**src/rtl/reg_bank8x16.sv**
```systemverilog
`default_nettype none
// ============================================================================
//  Module      : reg_bank8x16
//  Description : Eight-entry general-purpose register bank with a single
//                write port. Accepts NOP / WRITE / MOVE / two-cycle SWAP
//                commands and drives all eight registers out in parallel
//                to the downstream read multiplexer.
//  Revision    : 1.0 - initial release
// ============================================================================
module reg_bank8x16 #(
    parameter int WIDTH = 16
) (
    input  logic             clk,
    input  logic             rst,
    input  logic [1:0]       cmd,
    input  logic [2:0]       dst,
    input  logic [2:0]       src,
    input  logic [WIDTH-1:0] wr_data,
    output logic             busy,
    output logic [WIDTH-1:0] R0,
    output logic [WIDTH-1:0] R1,
    output logic [WIDTH-1:0] R2,
    output logic [WIDTH-1:0] R3,
    output logic [WIDTH-1:0] R4,
    output logic [WIDTH-1:0] R5,
    output logic [WIDTH-1:0] R6,
    output logic [WIDTH-1:0] R7
);

    localparam logic [1:0] c_CMD_NOP   = 2'b00;
    localparam logic [1:0] c_CMD_WRITE = 2'b01;
    localparam logic [1:0] c_CMD_MOVE  = 2'b10;
    localparam logic [1:0] c_CMD_SWAP  = 2'b11;

    localparam logic [0:0] c_ST_IDLE  = 1'b0;
    localparam logic [0:0] c_ST_SWAP2 = 1'b1;

    logic [0:0]       r_state;
    logic [WIDTH-1:0] r_regs [0:7];
    logic [WIDTH-1:0] r_temp;
    logic [2:0]       r_src_lat;

    logic             w_we;
    logic [2:0]       w_waddr;
    logic [WIDTH-1:0] w_wdata;
    logic             w_swap_start;

    // Single write port: choose address/data for this edge from state and command
    always_comb begin
        w_we         = 1'b0;
        w_waddr      = dst;
        w_wdata      = wr_data;
        w_swap_start = 1'b0;
        if (r_state == c_ST_SWAP2) begin
            // Second half of a swap: live command inputs are ignored
            w_we    = 1'b1;
            w_waddr = r_src_lat;
            w_wdata = r_temp;
        end else begin
            case (cmd)
                c_CMD_WRITE: begin
                    w_we = 1'b1;
                end
                c_CMD_MOVE: begin
                    // src == dst rewrites the same value, so no net change
                    w_we    = 1'b1;
                    w_wdata = r_regs[src];
                end
                c_CMD_SWAP: begin
                    w_we         = 1'b1;
                    w_wdata      = r_regs[src];
                    w_swap_start = 1'b1;
                end
                c_CMD_NOP: begin
                    w_we = 1'b0;
                end
                default: begin
                    w_we = 1'b0;
                end
            endcase
        end
    end

    // Swap sequencer: capture displaced value and source index on acceptance
    always_ff @(posedge clk or posedge rst) begin
        if (rst) begin
            r_state   <= c_ST_IDLE;
            r_temp    <= '0;
            r_src_lat <= '0;
        end else if (w_swap_start) begin
            r_state   <= c_ST_SWAP2;
            r_temp    <= r_regs[dst];
            r_src_lat <= src;
        end else begin
            r_state   <= c_ST_IDLE;
        end
    end

    // Register storage: at most one entry updated per edge
    always_ff @(posedge clk or posedge rst) begin
        if (rst) begin
            for (int i = 0; i < 8; i++) begin
                r_regs[i] <= '0;
            end
        end else if (w_we) begin
            r_regs[w_waddr] <= w_wdata;
        end
    end

    assign busy = (r_state == c_ST_SWAP2);

    assign R0 = r_regs[0];
    assign R1 = r_regs[1];
    assign R2 = r_regs[2];
    assign R3 = r_regs[3];
    assign R4 = r_regs[4];
    assign R5 = r_regs[5];
    assign R6 = r_regs[6];
    assign R7 = r_regs[7];

endmodule
`default_nettype wire
```
**config.mk**
```make
export PLATFORM = sky130hd
export DESIGN_NAME = reg_bank8x16
export DESIGN_NICKNAME = d
export VERILOG_FILES = /design/src/rtl/reg_bank8x16.sv
export SDC_FILE = /design/constraint.sdc
export NUM_CORES = 1
export LEC_CHECK = 0
export ABC_AREA = 1
export CAP_MARGIN = 15
export CORE_MARGIN = 5
export CORE_UTILIZATION = 55
export CTS_BUF_LIST = sky130_fd_sc_hd__clkbuf_8
export CTS_CLUSTER_SIZE = 28
export DETAILED_ROUTE_END_ITERATION = 10
export MAX_ROUTING_LAYER = met4
export PLACE_DENSITY = 0.92
export SLEW_MARGIN = 5
export SYNTH_ARGS = -nofsm -noshare
export SYNTH_HDL_FRONTEND = slang
export SYNTH_SLANG_ARGS = --single-unit
```
**constraint.sdc**
```tcl
create_clock -name clk -period 5.95 [get_ports clk]
set_input_delay 1.19 -clock clk [delete_from_list [all_inputs] [get_ports clk]]
set_output_delay 1.19 -clock clk [all_outputs]
set_load 0.01 [all_outputs]
```
After elaboration in Yosys (flattened, before gate mapping):

Cells that the tools add are included.

* flip-flop bits (word level): 148
* output and inout port bits: 129

* order comparisons: 4
* equal/unequal tests: 3
* multiplexer cells: 17
* bitwise operators: 3
* reduce and logical (&&, ||, !) cells: 4

Operator list (count)
* $bwmux W128: 1
* $mux W16: 7
* $bmux W16 S3: 2
* $demux W16 S3: 1
* $ge A4 B4 Y1 const B: 3
* $not A3 Y4: 3
* $eq A2 B2 Y1 const B: 2
* $lt A4 B1 Y1 const B: 1
* $mux W1: 4
* $mux W3: 1
* $reduce_or A3 Y1: 1
* $eq A2 B1 Y1 const B: 1
* $logic_not A2 Y1: 1
* $pmux W1 S2: 1
* $reduce_or A2 Y1: 1
* $logic_and A1 B1 Y1: 1

Longest topological paths before layout:

Gate-level depths: netlist (run 1).

* word-level depth: 7
* gate-level depth with buffers: 11

Least setup slack after synthesis (run 1):

OpenSTA, ideal clock, no wires.

* path kind: input port to flip-flop
* start: in dst[2]
* end: reg r_regs (netlist bit R7[15])
* library setup time: 118 ps
* data arrival time: 2317 ps
* setup slack: 3515 ps
* stages on the path: 9
* path buffers: 2
* cells stage by stage: clkbuf_1 > o21ai_2 > nor2_1 > inv_1 > nor2_2 > inv_2 > buf_4 > nand2_1 > nand2_1

* word-level cells in the longest chain between the ends: 7
* elaborated cells between the ends (all ways): 8
* classes of those cells: order compare (2); mux (4); bitwise (1); reduce/logical (1)

RTL lines
* from (decl): RTL line 16 `input logic [2:0] dst,`
* $mux W3 (*): RTL line 54 `if (r_state == c_ST_SWAP2) begin`
* $not A3 Y4 (not written as such) (*): RTL line 106 `r_regs[w_waddr] <= w_wdata;`
* $ge A4 B4 Y1 (not written as such) or $lt A4 B1 Y1 (tied branches): RTL line 106
* $logic_and A1 B1 Y1 (not written as such): RTL line 106
* $mux W16 (not written as such): RTL line 106
* $demux W16 S3 (*): RTL line 106
* $bwmux W128 (*): RTL line 106
* to (signal, indexed assignment): RTL line 106
* to (decl): RTL line 39 `logic [WIDTH-1:0] r_regs [0:7];`

Every way passes the cells marked *; elsewhere a longest branch is shown, timed or not.
A chain may end at the register's enable or synchronous reset.

Worst setup path after layout (run 1):

* start: in cmd[1]
* end: reg r_regs (netlist bit R7[11])

* word-level cells in the longest chain between the ends: 5
* elaborated cells between the ends (all ways): 11
* classes of those cells: eq/ne (3); mux (5); reduce/logical (3)

RTL lines
* from (decl): RTL line 15 `input logic [1:0] cmd,`
* $eq A2 B2 Y1: RTL line 60 `case (cmd)`
* $reduce_or A2 Y1 (no source line)
* $mux W16
* $mux W16: RTL line 54
* $bwmux W128: RTL line 106

Several ways; a longest one is shown, not always the timed one.

==> results of run 1 <==
## logic make-up after synthesis
logic type      count (synthesis)
compound gates                135
simple gates                  789
flops                         148
buf+inv                       223
## worst min-delay path by stage
stage                     startpoint         end  depth (start not counted)
after global routing      r_temp[13]  r_temp[13]                          2
after detailed placement   r_temp[1]   r_temp[1]                          2
after floorplan            r_temp[0]   r_temp[0]                          2
after CTS                  r_temp[1]   r_temp[1]                          2
final                      r_temp[8]   r_temp[8]                          2
after global placement     r_temp[9]   r_temp[9]                          2
## cells in the mapped netlist
| cell type | n | area (um2) |
|---|---|---|
| nor2_4 | 7 | 78.8 |
| nor3_2 | 1 | 10.0 |
| o21ai_2 | 3 | 26.3 |
| buf_1 | 13 | 48.8 |
| clkbuf_1 | 47 | 176 |
| nand2_2 | 5 | 31.3 |
| o211ai_1 | 15 | 113 |
| inv_2 | 10 | 37.5 |
| nand3_1 | 273 | 1370 |
| o21ai_0 | 52 | 260 |
| inv_1 | 122 | 458 |
| buf_6 | 2 | 22.5 |
| or2_0 | 2 | 12.5 |
| nand2_1 | 450 | 1690 |
| buf_4 | 13 | 97.6 |
| dfrtp_1 | 148 | 3700 |
| nor2_1 | 33 | 124 |
| or2_1 | 1 | 6.26 |
| clkinv_1 | 3 | 11.3 |
| or2_2 | 16 | 100 |
| a21oi_1 | 65 | 325 |
| buf_2 | 13 | 65.1 |
| nor2_2 | 1 | 6.26 |
## critical path: stages
cell,delay [ns]
clkdlybuf4s50_1,0.87
inv_2,0.29
nand3_1,0.22
nand2_2,0.16
nor2_2,0.64
inv_2,0.30
nand2_1,0.13
nand2_1,0.06
## layer usage
layer / vias to the layer above / global-route usage (%)
met3: 93 / 9.99
met2: 755 / 45.5
li1: 4308 / -
met4: 0 / 11.4
met1: 4263 / 50.1
met5: - / -
## flip-flops by register name, summed over array words and instances, names as in the netlist
signal     cells
busy           1
R6            16
R0            16
R2            16
R5            16
r_src_lat      3
R4            16
R1            16
R3            16
r_temp        16
R7            16
## where the power goes
| part | internal, mW | total [mW] | switching (mW) |
|---|---|---|---|
| clock network | 0.294 | 0.707 | 0.413 |
| registers | 1.33 | 1.69 | 0.366 |
| logic | 0.811 | 1.72 | 0.909 |
| total | 2.43 | 4.12 | 1.69 |
## layout make-up
| class | count | area (um2) | share of cell area [%] |
|---|---|---|---|
| inverter | 135 | 512 | 4.85 |
| sequential | 148 | 3700 | 35.1 |
| clock buffer | 18 | 248 | 2.35 |
| clock inverter | 14 | 91.3 | 0.866 |
| multi-input combinational | 924 | 4150 | 39.3 |
| tap | 216 | 270 | 2.56 |
| timing repair buffer | 161 | 1570 | 14.9 |
## per-stage QoR
| stage | area (um2) | hold slack, ns | worst slack, ns | power (mW) |
|---|---|---|---|---|
| 5_1_grt | 10500 | 0.503 | 2.25 | 4.36 |
| 4_1_cts | 10500 | 0.478 | 2.51 | 4.09 |
| 3_5_place_dp | 10200 | 0.457 | 2.03 | 3.38 |
| 6_report | 10500 | 0.476 | 2.44 | 4.12 |
| 2_1_floorplan | 8770 | 0.442 | 0.780 | 2.46 |
| 3_3_place_gp | 10200 | 0.454 | 2.11 | 3.34 |
==> impl_results.md, run 1 <==
- Synth Area in XOR/XNOR: 0%
- Number of CTS-inserted buffers: 17
- Kind of end point of the critical path: flop
- Max Slew Vio Count: 0
- Vias/cell: 5.83
- Setup tns final: 0 ns
- Synth warn: 0
- WL met1: 12,300 um
- Core area: 15,800 um2
- Register area share after synthesis: 42.2%
- Num rows: 46
- Adder-Cell Fraction of Synth Area: 0%
- Post-DP HPWL: 21,700 um
- Placer Congestion: 1.00
- Clock latency on the worst-skew pair: 0.47 ns
- CP required: 6.31 ns
- Final std cells w/o fill: 1,616
- Total Routing Usage GR: 34.3%
- Post-Synth Simple-Gate Area: 39.0%
- Slew @ Worst Pin: 0.938 ns
- Hold buffer count at CTS: 0
- Global-route wire length before repair: 47,500 um
- Setup-failing EPs final: 0
- Commonest non-fill, non-tap cell in the layout: nand2_1
- Die H: 136 um
- Root buf cell: clkbuf_8
- Iteration-0 DRC Markers: 1,776
- Share of cells above drive strength 1: 6.07%
- Mux share of post-synthesis cell area: 0%
- CP startpoint: cmd[1]
- Pre-antenna DRT Iters: 8
- DR WL met2: 13,000 um
- FILL cells: 1,372
- Die Wd: 136 um
- Largest family of logic cells by synthesized area: simple AND/OR/NAND/NOR gates
- CTS tree: built
- Worst Skew: 0.0123 ns
- Mapped Area: 8770 um2
- Max_slew headroom: 37.4%
- Global route overflow: 0
- Crit share post-route: 59.0%
- Critical setup path kind: primary input to flop
- Synth cell types: 23
- Area Growth Syn to Fin: 20.3%
- Initial cell density of the core: 55.6%
- Post-Syn Area per Cell: 6.77 um2
- Max_cap viols: 0
- Clk buf depth: 2
- Clk slew on worst S/H paths: 0.08 ns
- Final Hold Fails: 0
- Area fraction in compound gates after synthesis: 8.26%
- Fmax: 0.285 GHz
- Final core occ: 66.9%
- Critical-path maximum fanout: 18
- Boundary pin count: 155
- Cell Pwr Density: 391 nW/um2
- Worst VDD drop: 0.235 mV
- Start of the worst register-to-register path: busy
- PortBufs: 154
- Crit path time final: 3.51 ns
- RSZ-0062 raised after global routing: no
- FF-to-FF End: R4[3]
- R2r worst-path depth: 8
- Vias in the first global route: 8,443
- Status: complete, no violations
- Drt wl/cell: 18.9 um
- Post-Synthesis Cells: 1,295
- Die ar.: 18,600 um2
- Post-CTS Setup Inserts: 0
- Seq cells post-synth: 148
- Final antenna diode count: 0
- Worst min-delay path category: flop to flop
- Syn_nets: 1,321
- Via count: 9,419
- Top Metal Used: met4
- Most frequent cells in the layout: 450 x nand2_1, 273 x nand3_1, 150 x clkdlybuf4s50_1
- Inst Count DP: 1,584
- Num Clock Sinks: 148
- Met3 WL: 4340 um
- Routed Antenna Nets: 0
- Crit path DAT: 3.88 ns
- Lkg Pwr: 5.32 nW
- Drt drc: 0
- Total Routed Length: 30,500 um
- Largest net degree at the start of global routing: 98
- CP endpoint: R7[11]
- Flop2flop setup slack: 3.06 ns
- Initial antenna violation count: 0
- Startpoint Class: primary input
- Post-CTS resize count: 0
- Final net count: 1,413
- H-tree Lvls: 4
Power figures use the tool's default switching activity.
==> inputs of run 2 (changes only) <==
- CORE_UTILIZATION: 55 -> 50
- PLACE_DENSITY: 0.92 -> 0.88
- clock period: 5.95 -> 3.1 ns (I/O delays scaled with it)
==> run 2 against run 1 <==
Against the previous run:
- first-iteration DRC count decreased by 4.9%
- flip-flop and latch count is the same
- sequential power grew 94%
- register-to-register slack worse by 2.1 ns
- via count is 2.8% higher
- wire length is 2.5% higher
- clock-buffer cell count grew 1
- worst hold slack improved by 0.0057 ns
- die area rose by 9.3%
- setup slack worse by 1.7 ns
- design area rose by 1.9%
- power is 99% higher
- critical endpoint is now busy
- largest cell class unchanged
- highest routed layer unchanged
==> impl_results.md, run 2 (same netlist as run 1, synthesis figures left out) <==
- Final net count: 1,423 (was 1,413)
- Via count: 9,685 (was 9,419)
- Crit share post-route: 75.9%
- Boundary pin count: 155 (unchanged)
- Num Clock Sinks: 148 (unchanged)
- Vias/cell: 5.92 (was 5.83)
- Worst VDD drop: 0.501 mV (was 0.235 mV)
- Core area: 17,200 um2 (was 15,800 um2)
- Sw power: 3.26 mW (was 1.69 mW)
- Hold path depth: 2 (unchanged)
- Switching Fraction: 39.7% (was 41.0%)
- CTS tree: built (unchanged)
- Fmax: 0.425 GHz
- Share of cells above drive strength 1: 6.88% (was 6.07%)
- Routed Antenna Nets: 0 (unchanged)
- Crit path time final: 2.35 ns
- Area Growth Syn to Fin: 22.6% (was 20.3%)
- Crit path DAT: 1.73 ns (was 3.88 ns)
- Setup tns final: 0 ns (unchanged)
- Clk pwr share: 19.4% (was 17.2%)
- Comb power frac: 40.6% (was 41.8%)
- Design internal power: 4.95 mW (was 2.43 mW)
- Startpoint Class: flop (was primary input)
- Pre-antenna DRT Iters: 8 (unchanged)
- Final core occ: 62.4% (was 66.9%)
- Kind of end point of the critical path: output pin (was flop)
- Initial antenna violation count: 1 (was 0)
- Die H: 142 um (was 136 um)
- Clk slew on worst S/H paths: 0.08 ns (about the same)
- Hold buffer count at CTS: 0 (unchanged)
- Die ar.: 20,300 um2 (was 18,600 um2)
- Setup-failing EPs final: 0 (unchanged)
- Start of the worst register-to-register path: busy (unchanged)
- CP required: 2.48 ns (was 6.31 ns)
- FF-to-FF End: R2[2] (was R4[3])
- Lkg Pwr: 5.42 nW (was 5.32 nW)
- H-tree Lvls: 4 (unchanged)
- HP Start: r_temp[11] (was r_temp[8])
- Clock latency on the worst-skew pair: 0.47 ns (about the same)
- Final Hold Fails: 0 (unchanged)
- Num rows: 48 (was 46)
- Post-DP HPWL: 22,600 um (was 21,700 um)
- Root buf cell: clkbuf_8 (unchanged)
- Total Routed Length: 31,300 um (was 30,500 um)
- Initial cell density of the core: 50.9% (was 55.6%)
- Global-route wire length before repair: 49,300 um (was 47,500 um)
- Largest net degree at the start of global routing: 75 (was 98)
- Number of CTS-inserted buffers: 17 (unchanged)
- Critical-path maximum fanout: 21 (was 18)
- Max_cap viols: 0 (unchanged)
- Clk buf depth: 2 (unchanged)
- Most frequent cells in the layout: 450 x nand2_1, 273 x nand3_1, 150 x clkdlybuf4s50_1 (unchanged)
- Worst min-delay path category: flop to flop (unchanged)
- Placer Congestion: 0.954 (was 1.00)
- Inst Count DP: 1,603 (was 1,584)
- Final std cells w/o fill: 1,636 (was 1,616)
- R2r worst-path depth: 9 (was 8)
- Die Wd: 142 um (was 136 um)
- Post-CTS Setup Inserts: 0 (unchanged)
- Post-CTS resize count: 0 (unchanged)
- Worst Skew: 0.0118 ns (was 0.0123 ns)
- Max Slew Vio Count: 0 (unchanged)
- PortBufs: 154 (unchanged)
- Cell Pwr Density: 763 nW/um2 (was 391 nW/um2)
- Critical setup path kind: flop to output pin (was primary input to flop)
- Global route overflow: 0 (unchanged)
- Max_slew headroom: 36.8% (was 37.4%)
- Iteration-0 DRC Markers: 1,689 (was 1,776)
- Slew @ Worst Pin: 0.947 ns (was 0.938 ns)
- Drt drc: 0 (unchanged)
- Flop2flop setup slack: 1.00 ns (was 3.06 ns)
- Worst Hold End: r_temp[11] (was r_temp[8])
- Sequential group share of total power: 40.0% (was 41.1%)
- Drt wl/cell: 19.1 um (was 18.9 um)
- Commonest non-fill, non-tap cell in the layout: nand2_1 (unchanged)
- Vias in the first global route: 8,823 (was 8,443)
- Status: complete, no violations (unchanged)
- Total Routing Usage GR: 31.9% (was 34.3%)
- RSZ-0062 raised after global routing: no (unchanged)
==> run 2: cell types whose count changed in the layout (fill, tap and decap cells not counted) <==
cell / before / now
clkbuf_8: 18 / 19
clkinv_2: 4 / 5
bufinv_16: 0 / 3
diode_2: 0 / 1
buf_12: 0 / 3
buf_4: 7 / 14
inv_1: 123 / 121
clkinvlp_4: 5 / 3
inv_6: 2 / 1
==> run 2: area by class of cell <==
class,instances,area (um2)
multi-input combinational,924,4150
clock buffer,19,262
clock inverter,13,156
antenna,1,2.50
timing repair buffer,171,1690
tap,225,282
sequential,148,3700
fill,1500,6480
inverter,135,510
==> run 2: metal layers <==
layer	vias up	part of all wire (%)	global-route usage [%]
met5	-	0	-
met4	0	3.4	9.80
met3	121	14	8.90
met2	865	42	45.0
met1	4371	40	44.8
li1	4328	-	-
==> run 2: power by group through the flow <==
| stage | clock [mW] | sequential, mW | combinational, mW |
|---|---|---|---|
| 5_1_grt | 1.70 | 3.36 | 3.65 |
| 2_1_floorplan | 0 | 3.30 | 1.43 |
| 3_3_place_gp | 0 | 3.27 | 3.19 |
| 6_report | 1.59 | 3.28 | 3.33 |
| 4_1_cts | 1.60 | 3.25 | 3.30 |
| 3_5_place_dp | 0 | 3.27 | 3.28 |
==> run 2: stage by stage <==
| stage | area [um2] | hold slack [ns] | setup WS (ns) | power (mW) |
|---|---|---|---|---|
| 6_report | 10800 | 0.482 | 0.746 | 8.21 |
| 5_1_grt | 10800 | 0.499 | 0.677 | 8.70 |
| 4_1_cts | 10700 | 0.481 | 0.749 | 8.15 |
| 3_5_place_dp | 10300 | 0.459 | 0.524 | 6.55 |
| 3_3_place_gp | 10300 | 0.454 | 0.573 | 6.46 |
| 2_1_floorplan | 8770 | 0.442 | 0.619 | 4.73 |
==> run 2: how the worst max path moves through the flow <==
| stage | start | end | slack, ns |
|---|---|---|---|
| 2_1_floorplan | rst | R0[0] | 0.62 |
| 3_3_place_gp | cmd[1] | R2[8] | 0.57 |
| 3_5_place_dp | cmd[1] | R2[10] | 0.52 |
| 4_1_cts | busy | busy | 0.75 |
| 5_1_grt | busy | busy | 0.68 |
| 6_report | busy | busy | 0.75 |
==> run 2: critical path, stage by stage, from the launching register on <==
cell and delay (ns):
dfrtp_1 0.37, buf_4 0.29, clkdlybuf4s50_1 0.61
==> inputs of run 3 (changes only) <==
- CORE_UTILIZATION: 50 -> 55
- PLACE_DENSITY: 0.88 -> 0.92
- clock period: 3.1 -> 2.2 ns (I/O delays scaled with it)
==> run 3 against run 2 <==
Against the previous run:
- power increased by 43%
- die area shrank 8.5%
- sequential share of layout area down 1.4 points
- clock power increased by 42%
- setup slack worse by 0.65 ns
- critical path depth did not move
- clock skew is 0.0029 ns higher
- register-to-register slack lost 0.76 ns
- flip-flop and latch count unchanged
- critical path type unchanged
- largest cell class unchanged
- highest routed layer unchanged
==> impl_results.md, run 3 (same netlist as run 1, synthesis figures left out) <==
- Status: complete, no violations (unchanged)
- Vias/cell: 6.03 (was 5.92)
- Die ar.: 18,600 um2 (was 20,300 um2)
- PortBufs: 154 (unchanged)
- Fmax: 0.476 GHz
- Hold buffer count at CTS: 0 (unchanged)
- Comb power frac: 41.7% (was 40.6%)
- Largest net degree at the start of global routing: 69 (was 75)
- Cell Pwr Density: 1050 nW/um2 (was 763 nW/um2)
- Crit share post-route: 95.5%
- Worst min-delay path category: primary input to async pin (was flop to flop)
- Root buf cell: clkbuf_8 (unchanged)
- Die H: 136 um (was 142 um)
- Core area: 15,800 um2 (was 17,200 um2)
- Max_cap viols: 0 (unchanged)
- Routed Antenna Nets: 0 (unchanged)
- Total Routing Usage GR: 36.8% (was 31.9%)
- Clk pwr share: 19.1% (was 19.4%)
- Via count: 10,100 (was 9,685)
- FF-to-FF End: R7[0] (was R2[2])
- Setup tns final: 0 ns (unchanged)
- Share of cells above drive strength 1: 9.87% (was 6.88%)
- Final core occ: 71.2% (was 62.4%)
- Drt wl/cell: 19.7 um (was 19.1 um)
- FILL cells: 1,289 (was 1,500)
- Pre-antenna DRT Iters: 8 (unchanged)
- Iteration-0 DRC Markers: 1,745 (was 1,689)
- R2r worst-path depth: 9 (unchanged)
- H-tree Lvls: 4 (unchanged)
- Max Slew Vio Count: 0 (unchanged)
- Vias in the first global route: 9,183 (was 8,823)
- Final Hold Fails: 0 (unchanged)
- Setup-failing EPs final: 0 (unchanged)
- Start of the worst register-to-register path: busy (unchanged)
- Critical-path maximum fanout: 21 (unchanged)
- Met3 WL: 5230 um (was 4480 um)
- Sequential group share of total power: 39.2% (was 40.0%)
- Die Wd: 136 um (was 142 um)
- Switching Fraction: 39.8% (was 39.7%)
- Clk slew on worst S/H paths: 0.08 ns (about the same)
- RSZ-0062 raised after global routing: no (unchanged)
- Number of CTS-inserted buffers: 17 (unchanged)
- Boundary pin count: 155 (unchanged)
- Post-DP HPWL: 23,500 um (was 22,600 um)
- Clk buf depth: 2 (unchanged)
- Initial antenna violation count: 0 (was 1)
- Area Growth Syn to Fin: 28.0% (was 22.6%)
- Flop2flop setup slack: 0.24 ns (was 1.00 ns)
- Worst Skew: 0.0148 ns (was 0.0118 ns)
- Lkg Pwr: 5.68 nW (was 5.42 nW)
- Sw power: 4.69 mW (was 3.26 mW)
- Final antenna diode count: 0 (was 1)
- DR WL met2: 14,100 um (was 13,200 um)
- Most frequent cells in the layout: 450 x nand2_1, 273 x nand3_1, 151 x clkdlybuf4s50_1 (was 450 x nand2_1, 273 x nand3_1, 150 x clkdlybuf4s50_1)
- Commonest non-fill, non-tap cell in the layout: nand2_1 (unchanged)
- Kind of end point of the critical path: output pin (unchanged)
- CTS tree: built (unchanged)
- Num Clock Sinks: 148 (unchanged)
- Placement Cell Area: 10,800 um2 (was 10,300 um2)
- Num rows: 46 (was 48)
- Global route overflow: 0 (unchanged)
- Clock latency on the worst-skew pair: 0.47 ns (about the same)
- Initial cell density of the core: 55.6% (was 50.9%)
- Drt drc: 0 (unchanged)
- Top Metal Used: met4 (unchanged)
- WL met1: 12,700 um (was 12,500 um)
- CP required: 1.76 ns (was 2.48 ns)
- Crit path time final: 2.10 ns
- Startpoint Class: flop (unchanged)
- Total Routed Length: 33,000 um (was 31,300 um)
- Post-CTS Setup Inserts: 0 (unchanged)
- Design internal power: 7.08 mW (was 4.95 mW)
- Finished Cell Area: 11,200 um2 (was 10,800 um2)
- Max_slew headroom: 51.8% (was 36.8%)
- Crit path DAT: 1.66 ns (was 1.73 ns)
- Slew @ Worst Pin: 0.722 ns (was 0.947 ns)
- Worst VDD drop: 0.653 mV (was 0.501 mV)
- Final net count: 1,473 (was 1,423)
- Placer Congestion: 0.963 (was 0.954)
- Critical setup path kind: flop to output pin (unchanged)
- Global-route wire length before repair: 51,000 um (was 49,300 um)
run 3: timing repair:
item / CTS / global route
setup endpoints to repair: 0 / 1
gates resized for setup: 0 / 1
endpoints found under the hold margin: 0 / 0
run 3: per-stage QoR:
stage / total power, mW / worst slack (ns) / cells / hold WS [ns]
finish: 11.8 / 0.100 / 1675 / 0.306
global route: 12.4 / 0.0295 / 1675 / 0.314
CTS: 11.6 / 0.0227 / 1675 / 0.295
detailed placement: 9.39 / 0.0552 / 1644 / 0.458
global placement: 9.24 / 0.123 / 1644 / 0.454
floorplan: 6.66 / -0.101 / 1295 / 0.442
run 3: how the worst max path moves through the flow:
| stage | startpoint | end | slack (ns) |
|---|---|---|---|
| after global placement | src[2] | R6[15] | 0.12 |
| after floorplan | rst | R0[0] | -0.10 |
| after detailed placement | src[2] | R2[9] | 0.06 |
| after CTS | busy | busy | 0.02 |
| final | busy | busy | 0.10 |
| after global routing | busy | busy | 0.03 |
run 3: area by class of cell:
cell class	instances	area [um2]	area share, %
Multi-Input combinational cell	924	4150	37.0
Sequential cell	148	3700	33.0
Timing Repair Buffer	221	2180	19.5
Inverter	135	510	4.55
Tap cell	216	270	2.41
Clock buffer	18	248	2.21
Clock inverter	13	159	1.42
run 3: critical path, cell delays in order, from the launching register on:
cell,delay [ns]
dfrtp_1,0.38
buf_6,0.24
clkdlybuf4s50_1,0.58
run 3: power groups by stage:
stage | Combinational (mW) | Sequential [mW] | Clock (mW)
2_1_floorplan | 2.01 | 4.65 | 0
3_3_place_gp | 4.66 | 4.58 | 0
3_5_place_dp | 4.82 | 4.57 | 0
4_1_cts | 4.85 | 4.55 | 2.23
5_1_grt | 5.33 | 4.69 | 2.36
6_report | 4.90 | 4.61 | 2.25
run 3: layer usage:
metal	global-route usage, %	vias up
met5	-	-
met4	11.9	0
met3	11.7	110
met2	50.7	940
met1	51.7	4620
li1	-	4437
==> edit, RTL diff (flow settings as in run 2) <==
Add an input register stage for `cmd`, `dst`, `src` and `wr_data`, cleared by the reset; this delays them by one clock.
--- a/src/rtl/reg_bank8x16.sv
+++ b/src/rtl/reg_bank8x16.sv
@@ -35,6 +35,25 @@
     localparam logic [0:0] c_ST_IDLE  = 1'b0;
     localparam logic [0:0] c_ST_SWAP2 = 1'b1;
 
+    logic [1:0] cmd_q;
+    logic [2:0] dst_q;
+    logic [2:0] src_q;
+    logic [WIDTH-1:0] wr_data_q;
+
+    always_ff @(posedge clk or posedge rst) begin
+        if (rst) begin
+            cmd_q     <= '0;
+            dst_q     <= '0;
+            src_q     <= '0;
+            wr_data_q <= '0;
+        end else begin
+            cmd_q     <= cmd;
+            dst_q     <= dst;
+            src_q     <= src;
+            wr_data_q <= wr_data;
+        end
+    end
+
     logic [0:0]       r_state;
     logic [WIDTH-1:0] r_regs [0:7];
     logic [WIDTH-1:0] r_temp;
@@ -48,8 +67,8 @@
     // Single write port: choose address/data for this edge from state and command
     always_comb begin
         w_we         = 1'b0;
-        w_waddr      = dst;
-        w_wdata      = wr_data;
+        w_waddr      = dst_q;
+        w_wdata      = wr_data_q;
         w_swap_start = 1'b0;
         if (r_state == c_ST_SWAP2) begin
             // Second half of a swap: live command inputs are ignored
@@ -57,18 +76,18 @@
             w_waddr = r_src_lat;
             w_wdata = r_temp;
         end else begin
-            case (cmd)
+            case (cmd_q)
                 c_CMD_WRITE: begin
                     w_we = 1'b1;
                 end
                 c_CMD_MOVE: begin
                     // src == dst rewrites the same value, so no net change
                     w_we    = 1'b1;
-                    w_wdata = r_regs[src];
+                    w_wdata = r_regs[src_q];
                 end
                 c_CMD_SWAP: begin
                     w_we         = 1'b1;
-                    w_wdata      = r_regs[src];
+                    w_wdata      = r_regs[src_q];
                     w_swap_start = 1'b1;
                 end
                 c_CMD_NOP: begin
@@ -89,8 +108,8 @@
             r_src_lat <= '0;
         end else if (w_swap_start) begin
             r_state   <= c_ST_SWAP2;
-            r_temp    <= r_regs[dst];
-            r_src_lat <= src;
+            r_temp    <= r_regs[dst_q];
+            r_src_lat <= src_q;
         end else begin
             r_state   <= c_ST_IDLE;
         end
Formal check against the unedited RTL: not equivalent (a bounded check fails within 4 cycles, from zero or initial values and one cycle with rst high).
==> edit against run 2 <==
Power rose by 4.2%. Synthesized area increased by 6.8%. Routed wire length increased by 12%. Count of clock-buffer cells in the layout did not move. Cell area is 6.0% higher. Sequential cell count rose by 24. Global-route usage is 1.4 points higher. Worst setup slack worse by 0.013 ns. Register-to-register slack got worse by 0.22 ns. Fmax fell by 0.55%. Die area grew 6.4%. Largest cell class is now flip-flops and latches.
==> edit: results <==
[status]
status = "complete, no violations"

[placed_design]
dp_cells = 1643
gp_congestion = 1.01
dp_hpwl_um = 24100
io_buffers = 154
pre_cts_ws_ns = 0.851

[yosys]
synth_common_cells = "nand2_1, nand3_1, dfrtp_1"
synth_fp_nets = 1345
synth_area_leaders = "dfrtp_1, nand2_1, nand3_1, inv_1, a21oi_1"
syn_inst = 1319
async_flop_share_pct = 100
synthFlopType = "dfrtp_1"
ys_seq_area_share_pct = 45.9
synth.distinct_cells = 23
yosys_warnings = 0
synth_top_cell_area_share_pct = 45.9

[power_and_ir_drop]
powerClk_mw = 1.56
p_sw_mw = 3.42
pg_seq_mw = 3.61
irDropWorstVdd_mv = 0.387
power_leakage_nw = 5.71

[grt]
grt_usage_pct = 33.2
first_global_vias = 9204
antenna_found_initial = 0
grt_first_pass_wirelength_um = 54400
grt_max_degree = 81

[clock_network]
cts_buffer_depth = 2
path_clk_slew_ns = 0.08
insertion_delay_ns = 0.47
cts_root_buffer = "clkbuf_8"
cts_resized = 0
h-tree-depth = 4
cts_setup_buffers = 0
cts_made_buffers = 17

[route]
drt_iter0_drc = 1357
dr.pass1.iters = 6
routed_wl_um = 35000
drc = 0
viasPerCell = 5.87
wire_per_inst_um = 20.9

[hold_path]
min_path_type = "reg2reg"

[sta]
worstMarginPinSlew_ns = 0.940
fin_skew_ns = 0.00968

[finish]
diodes = 0
layout-drive-gt1-share_pct = 7.01
nets = 1454
fillers = 1679

[critical_path]
arrival_ns = 1.75
crit_path_max_fanout = 21
[edit: final timing paths]
kind	start	end	slack [ns]	cells after the start
hold reg to reg	r_temp[10]	r_temp[10]	0.48	2
min in group asynchronous	rst	R4[10]	0.61	2
hold / removal	r_temp[10]	r_temp[10]	0.48	2
setup reg to reg	src_q[0]	R1[10]	0.78	8
max in group asynchronous	rst	R1[6]	1.72	3
setup / recovery	busy	busy	0.73	2
[edit: area by class of cell]
cell class	instances	area, µm²	share of cell area, %
Clock buffer	19	262	2.29
Tap cell	234	293	2.57
Sequential cell	172	4310	37.8
Multi-Input combinational cell	924	4150	36.4
Inverter	135	510	4.48
Clock inverter	13	116	1.02
Timing Repair Buffer	178	1760	15.4
[edit: worst max-delay path, cell delays in order, from the launching register on]
cell	delay, ns
dfrtp_1	0.37
buf_4	0.32
clkdlybuf4s50_1	0.60
[edit: cells by family (layout without fill, tap and decap cells)]
family                 count (synthesis)  in the layout  share of synthesized area (%)
AND/OR/NAND/NOR                      789            789                           36.5
flip-flops                           172            172                           45.9
buffers and inverters                223            345                           9.79
AO/OA/AOI/OAI                        135            135                           7.73
[edit: per-stage QoR]
stage	total power [mW]	area, µm²
final	8.55	11400
after global routing	9.03	11400
after CTS	8.49	11400
after detailed placement	6.94	11000
after global placement	6.88	11000
after floorplan	5.06	9370
[edit: per-layer routing]
metal	wire length, µm	vias to the layer above	track usage [%]	share of wire [%]
li1	-	4427	-	-
met1	14600	4521	48.6	42
met2	14400	803	44.9	41
met3	5090	78	10.1	15
met4	873	0	8.99	2.5
met5	0	-	-	0
